`src/rtl/spi_peripheral.sv`:
```
// Write-only SPI register peripheral: frames 16-bit MSB-first words from
// pre-synchronized nCS/COPI/SCLK and commits write frames to five control registers.
//
// state   | meaning
// IDLE    | waiting for nCS fall; SCLK ignored
// RECEIVE | shifting COPI on SCLK rise, up to 16 bits
// OVERRUN | more than 16 SCLK rises seen; frame will be rejected
module spi_peripheral #(
  parameter logic [6:0] MAX_ADDR = 7'h04
) (
  input  logic       clk,
  input  logic       rst_n,
  input  logic [2:0] sync_in,
  output logic [7:0] en_reg_out_7_0,
  output logic [7:0] en_reg_out_15_8,
  output logic [7:0] en_reg_pwm_7_0,
  output logic [7:0] en_reg_pwm_15_8,
  output logic [7:0] pwm_duty_cycle,
  output logic       frame_done,
  output logic       frame_err
);

  typedef enum logic [1:0] {IDLE, RECEIVE, OVERRUN} state_t;

  state_t      state;
  logic [15:0] shift_reg;
  logic [4:0]  bit_cnt;
  logic        sclk_prev;
  logic        ncs_prev;

  logic sclk_rise, ncs_fall, ncs_rise, commit_ok;

  assign sclk_rise = !sclk_prev && sync_in[0];
  assign ncs_fall  = ncs_prev && !sync_in[2];
  assign ncs_rise  = !ncs_prev && sync_in[2];
  assign commit_ok = (bit_cnt == 5'd16) && shift_reg[15] && (shift_reg[14:8] <= MAX_ADDR);

  always_ff @(posedge clk) begin
    if (!rst_n) begin
      state           <= IDLE;
      shift_reg       <= '0;
      bit_cnt         <= '0;
      sclk_prev       <= 1'b0;
      ncs_prev        <= 1'b1;
      frame_done      <= 1'b0;
      frame_err       <= 1'b0;
      en_reg_out_7_0  <= '0;
      en_reg_out_15_8 <= '0;
      en_reg_pwm_7_0  <= '0;
      en_reg_pwm_15_8 <= '0;
      pwm_duty_cycle  <= '0;
    end else begin
      sclk_prev  <= sync_in[0];
      ncs_prev   <= sync_in[2];
      frame_done <= 1'b0;
      frame_err  <= 1'b0;
      case (state)
        IDLE: begin
          if (ncs_fall) begin
            shift_reg <= '0;
            bit_cnt   <= '0;
            state     <= RECEIVE;
          end
        end
        RECEIVE: begin
          // nCS rise wins over a coincident SCLK rise; the frame is judged on the prior count
          if (ncs_rise) begin
            if (commit_ok) begin
              case (shift_reg[14:8])
                7'h00:   en_reg_out_7_0  <= shift_reg[7:0];
                7'h01:   en_reg_out_15_8 <= shift_reg[7:0];
                7'h02:   en_reg_pwm_7_0  <= shift_reg[7:0];
                7'h03:   en_reg_pwm_15_8 <= shift_reg[7:0];
                7'h04:   pwm_duty_cycle  <= shift_reg[7:0];
                default: ;
              endcase
              frame_done <= 1'b1;
            end else begin
              frame_err <= 1'b1;
            end
            state <= IDLE;
          end else if (ncs_fall) begin
            shift_reg <= '0;
            bit_cnt   <= '0;
          end else if (sclk_rise && !sync_in[2]) begin
            if (bit_cnt == 5'd16) begin
              state <= OVERRUN;
            end else begin
              shift_reg <= {shift_reg[14:0], sync_in[1]};
              bit_cnt   <= bit_cnt + 5'd1;
            end
          end
        end
        OVERRUN: begin
          if (ncs_rise) begin
            frame_err <= 1'b1;
            state     <= IDLE;
          end else if (ncs_fall) begin
            shift_reg <= '0;
            bit_cnt   <= '0;
            state     <= RECEIVE;
          end
        end
        default: state <= IDLE;
      endcase
    end
  end

endmodule

```
`config.mk`:
```
export PLATFORM = sky130hd
export DESIGN_NAME = spi_peripheral
export DESIGN_NICKNAME = d
export VERILOG_FILES = /design/src/rtl/spi_peripheral.sv
export SDC_FILE = /design/constraint.sdc
export NUM_CORES = 1
export LEC_CHECK = 0
export ABC_AREA = 1
export ABC_CLOCK_PERIOD_IN_PS = 2600
export BUFFER_PORTS_ARGS = -buffer_cell sky130_fd_sc_hd__buf_2
export CAP_MARGIN = 5
export CORE_UTILIZATION = 60
export CTS_BUF_LIST = sky130_fd_sc_hd__clkbuf_2
export DETAILED_ROUTE_END_ITERATION = 8
export PLACE_DENSITY = 0.83
export SLEW_MARGIN = 20
export SYNTH_ARGS = -nofsm -noshare
export SYNTH_HDL_FRONTEND = slang
export SYNTH_SLANG_ARGS = --single-unit
```
`constraint.sdc`:
```
create_clock -name clk -period 2.6 [get_ports clk]
set_clock_uncertainty 0.1 [all_clocks]
set_input_delay 0.39 -clock clk [delete_from_list [all_inputs] [get_ports clk]]
set_output_delay 0.39 -clock clk [all_outputs]
set_load 0.01 [all_outputs]
```
==> flow_summary.toml, run 1 <==
[worst_setup_path]
crit-reg2reg-launch = "state[1]"
cp_data_arrival_time_ns = 2.65
r2r_slack_ns = 0.23
path_cells = "inv_1 > ha_1 > nand2_1 > inv_2 > nand2_1 > nand2_1 > inv_2 > nand2_1 > o21ai_1 > nor2_1"
rr_endpoint = "shift_reg[14]"
critical_path_class = "flip-flop to flip-flop"
crit_fanout = 31
ff2ff_path_depth = 10
cpMostUsedCell = "nand2_1"
slowest_delay_ns = 0.44
critPathLaunchType = "flip-flop"
cp-end-kind = "flip-flop"
cp_data_required_time_ns = 2.88
worst_path_max_delay_cell = "inv_2"
crit_start = "state[1]"

[worst_hold_path]
whs_path_depth = 5
hp-start = "sync_in[1]"
hold_class = "primary input to flip-flop"
holdPathEnd = "shift_reg[0]"

[synth]
ys.flop_type = "dfxtp_1"
yosys_register_bits = 67
synth_seq_area_share_pct = 41.7
yosysWarnings = 0
synth-async-reset-ratio_pct = 0
synth_edf_count = 0
synth_cells = 470
syn_area_um2 = 3220
syn_avg_cell_area_um2 = 6.84
ys_types = 32
synth_nets = 481

[floorplanning]
coreArea_um2 = 5140
rows = 26
io_pins = 47
die_h_um = 75.2
die_w_um = 75.2
die_area_um2 = 5660
start_util_pct = 62.6

[global_routing]
grt_pass1_wl_mm = 10.3
grt_max_degree = 48
grt_antenna_before_repair = 0
first_global_vias = 2413
grtUsageTotal_pct = 24.7
grt_overflow = 0

[cts]
ctsResizeCount = 0
clkLatencyLatePin_ns = 0.51
ctsHtreeMaxLevel = 3
cts_tree = "yes"
clk_pin_slew_ns = 0.18
clock_sinks = 67
numCtsBuffers = 9
cts_root_buf = "clkbuf_2"
postCtsSetupBuffers = 0
clockBufferDepth = 2

[power]
vdd_drop_max_mv = 0.432
power_density_nw_per_um2 = 629
p_leak_nw = 2.01

[timing]
tns_ns = 0
relSlewSlack_pct = 59.7
rsz0062_at_grt = "no"
fin_hold_ws_ns = 0.132
worstMarginPinSlew_ns = 0.603
timing.fmax_ghz = 0.422
setup_viol = 0
final-max-slew-violation-count = 0
period_share_pct = 91.2
period_minus_slack_ns = 2.37
hold_viol_final = 0

[cells_and_area]
num_antenna_cells = 0
area.growth.synth_to_final_pct = 10.9
n_fill_cell = 447
seqCellArea_um2 = 1340
multi_input_comb_area_um2 = 1480
final_common_cell = "nand2_1"
largest_reg_flops = 16
mostFrequentLayoutCells = "nand2_1 (136), nor2_1 (113), dfxtp_1 (67)"
nNetsFinal = 522
layout-drive-gt1-share_pct = 16.3

[detailed_routing]
dr.pass1.iters = 5
via_per_inst = 4.84
post-route-drc-count = 0
ant_nets = 0
wl_per_cell_um = 11.3
vias = 2837
drtIter0Drc = 191
wl_mm = 6.62

[flow_run]
maxCapViolations = 0

[status]
status = "finished clean"

[placed_design]
dp_hpwl_mm = 4.50
globalplace.congestion = 0.860
port_buffers = 46
-- cell type report --
class                   instances  area share (%)
multi-input cells             321            41.5
flip-flops and latches         67            37.6
repair buffers                 49            7.22
inverters                      63            6.63
clock inverters                 6            3.16
well taps                      70            2.45
clock buffers                  10            1.40
-- worst max-delay path, delay by kind of cell (launching register included) --
kind / cells / cell delay (ns)
AND/OR/NAND/NOR: 5 / 0.66
AO/OA/AOI/OAI: 1 / 0.11
flip-flops: 1 / 0.41
buffers and inverters: 3 / 0.67
adder cells (fa/ha/maj): 1 / 0.28
-- through the flow --
step / setup slack (ns) / util, % / cell area [um^2] / total power, mW / cells
floorplan: 0.880 / - / 3220 / 1.39 / 470
global placement: 0.416 / 65.9 / 3390 / 1.44 / 568
detailed placement: 0.320 / 65.9 / 3390 / 1.45 / 568
CTS: 0.254 / 69.4 / 3570 / 2.25 / 586
global route: 0.00241 / 69.4 / 3570 / 2.35 / 586
finish: 0.228 / 69.4 / 3570 / 2.24 / 586
-- layer usage --
| layer | up-vias | part of all wire [%] | routed length, um | global-route usage [%] |
|---|---|---|---|---|
| li1 | 1492 | - | - | - |
| met5 | - | 0 | 0 | 0 |
| met1 | 1269 | 46 | 3060 | 31.2 |
| met4 | 0 | 1.7 | 114 | 11.3 |
| met2 | 64 | 48 | 3160 | 41.3 |
| met3 | 12 | 4.3 | 286 | 4.42 |
-- worst max-delay path by stage --
stage               depth (start not counted)             to  slack (ns)
floorplan                                  12     bit_cnt[1]        0.88
global placement                            8   shift_reg[0]        0.42
detailed placement                         10   shift_reg[5]        0.32
CTS                                        10   shift_reg[6]        0.25
global route                               10   shift_reg[8]       0.002
finish                                     10  shift_reg[14]        0.23
-- power breakdown --
part / internal (mW) / total (mW) / leakage, nW / switching (mW)
Sequential: 1.07 / 1.16 / 0.543 / 0.0829
Combinational: 0.0841 / 0.277 / 1.37 / 0.193
Clock: 0.422 / 0.810 / 0.0965 / 0.388
-- synthesized netlist by cell type (2+ instances only) --
cell / count / area [um^2]
o21ai_1: 13 / 65.1
nand4_1: 4 / 25.0
dfxtp_1: 67 / 1340
o21ai_0: 7 / 35.0
buf_2: 6 / 30.0
nor3_1: 2 / 10.0
nor2_2: 3 / 18.8
inv_1: 56 / 210
ha_1: 6 / 75.1
nand3_1: 10 / 50.1
clkbuf_1: 4 / 15.0
nand2_1: 136 / 510
clkbuf_8: 4 / 55.1
a21oi_1: 10 / 50.1
inv_2: 6 / 22.5
nand4_4: 4 / 85.1
nor2_1: 113 / 424
buf_6: 5 / 56.3
-- cell families after synthesis --
group	synth area share, %
and+or+nand+nor	37.9
DFF	41.7
AOI/OAI and AO/OA	5.83
buffers and inverters	12.2
adders and majority gates	2.33
-- what timing repair did --
item                                   in CTS  in global routing
hold buffers                                2                  0
endpoints found under the hold margin       2                  0
setup endpoints to repair                   0                  0
Power figures use the tool's default switching activity.
==> run 2: changes to the inputs <==
--- a/config.mk
+++ b/config.mk
@@ -12,7 +12,7 @@
 export CORE_UTILIZATION = 60
 export CTS_BUF_LIST = sky130_fd_sc_hd__clkbuf_2
 export DETAILED_ROUTE_END_ITERATION = 8
-export PLACE_DENSITY = 0.83
+export PLACE_DENSITY = 0.86
 export SLEW_MARGIN = 20
 export SYNTH_ARGS = -nofsm -noshare
 export SYNTH_HDL_FRONTEND = slang
==> run 2 against run 1 <==
Wire length fell by 0.20%. Global-route usage barely moved. Hold slack got worse by 0.10 ns.
==> flow_summary.toml, run 2 (synthesized netlist as in run 1, its figures left out) <==
[detailed_routing]
dr.pass1.iters = 4
via_per_inst = 4.84
wl_mm = 6.60
post-route-drc-count = 0
drtIter0Drc = 172
vias = 2831
wl_per_cell_um = 11.3
ant_nets = 0

[power]
vdd_drop_max_mv = 0.587
p_leak_nw = 1.99
power_density_nw_per_um2 = 608

[worst_setup_path]
cp_data_arrival_time_ns = 2.54
ff2ff_path_depth = 9
r2r_slack_ns = 0.31
crit_fanout = 31
crit-reg2reg-launch = "state[1]"
critPathLaunchType = "flip-flop"
cp_data_required_time_ns = 2.85
rr_endpoint = "shift_reg[13]"
cp-end-kind = "flip-flop"
critical_path_class = "flip-flop to flip-flop"

[placed_design]
port_buffers = 46
post_dp_cell_area_um2 = 3390
pre_cts_slack_ns = 0.247
globalplace.congestion = 0.875
dp_hpwl_mm = 4.45

[timing]
hold_viol_final = 0
worstMarginPinSlew_ns = 0.630
rsz0062_at_grt = "no"
period_share_pct = 88.1
setup_viol = 0
fin_hold_ws_ns = 0.0312
tns_ns = 0
period_minus_slack_ns = 2.29
relSlewSlack_pct = 57.9
fin_ws_ns = 0.310
timing.fmax_ghz = 0.437
final-max-slew-violation-count = 0

[global_routing]
first_global_vias = 2353
grt_pass1_wl_mm = 10.3
grtUsageTotal_pct = 24.8
grt_max_degree = 48
grt_antenna_before_repair = 0
grt_overflow = 0

[cts]
clkLatencyLatePin_ns = 0.48
numCtsBuffers = 9
clock_sinks = 67
cts_tree = "yes"
clk_pin_slew_ns = 0.17
postCtsSetupBuffers = 0
ctsHtreeMaxLevel = 3
cts_root_buf = "clkbuf_2"
clockBufferDepth = 2

[flow_run]
maxCapViolations = 0

[cells_and_area]
largest_reg_flops = 16
final_common_cell = "nand2_1"
layout-drive-gt1-share_pct = 16.3
num_antenna_cells = 0
nNetsFinal = 521
area.growth.synth_to_final_pct = 9.92
postLayoutCellArea_um2 = 3540
mostFrequentLayoutCells = "nand2_1 (136), nor2_1 (113), dfxtp_1 (67)"

[floorplanning]
rows = 26
die_area_um2 = 5660
coreArea_um2 = 5140
die_h_um = 75.2
die_w_um = 75.2
io_pins = 47
start_util_pct = 62.6

[worst_hold_path]
whs_path_depth = 3
hp-start = "sync_in[2]"
hold_class = "primary input to flip-flop"
holdPathEnd = "ncs_prev"

[status]
status = "finished clean"
-- run 2: cell count changes in the layout (fill, tap and decap cells not counted), sizes merged --
cell,change
bufinv,-1
clkinv,+1
dlygate4sd3,-1
-- run 2: final cells by class --
type                    count  area (um^2)
well taps                  70         87.6
clock buffers              10         50.0
clock inverters             6         87.6
repair buffers             48          248
flip-flops and latches     67         1340
fillers                   470         1600
multi-input cells         321         1480
inverters                  63          239
-- run 2: worst max-delay path: stages, from the launching register on --
cell	delay, ns
dfxtp_1	0.38
inv_1	0.10
ha_1	0.33
nand2_1	0.17
inv_2	0.23
nand2_1	0.13
nand2_1	0.31
inv_4	0.19
o21ai_1	0.17
nor2_1	0.06
-- run 2: metal layers --
metal  routed length, um  vias to the layer above  share of wire, %  track usage, %
li1                    -                     1496                 -               -
met1                2970                     1242                45            31.2
met2                3130                       85                47            41.1
met3                 407                        8               6.2            6.56
met4                  95                        0               1.4            9.05
met5                   0                        -                 0               0
-- run 2: metrics by stage --
step                std cells  total power [mW]  utilization, %
global placement          568              1.44            65.9
global route              585              2.25            68.8
floorplan                 470              1.39               -
finish                    585              2.15            68.8
CTS                       585              2.15            68.7
detailed placement        568              1.45            65.9
-- run 2: where the power goes --
group,leakage [nW],internal (mW),total [mW],switching (mW)
sequential,0.543,1.07,1.16,0.0820
clock,0.0863,0.325,0.711,0.387
combinational,1.36,0.0841,0.280,0.196
total,1.99,1.48,2.15,0.665
-- run 2: worst max path at each step --
stage,from,end,cells after the start
after floorplan,state[1],bit_cnt[1],12
after global placement,state[1],shift_reg[0],10
after detailed placement,state[1],shift_reg[13],9
after CTS,state[1],shift_reg[3],10
after global routing,state[1],shift_reg[3],9
final,state[1],shift_reg[13],9
-- run 2: repair_timing --
| action | in CTS | in global routing |
|---|---|---|
| hold endpoints to repair | 1 | 0 |
| endpoints found under the setup margin | 0 | 8 |
| gates resized for setup | 0 | 2 |
| hold buffers | 1 | 0 |
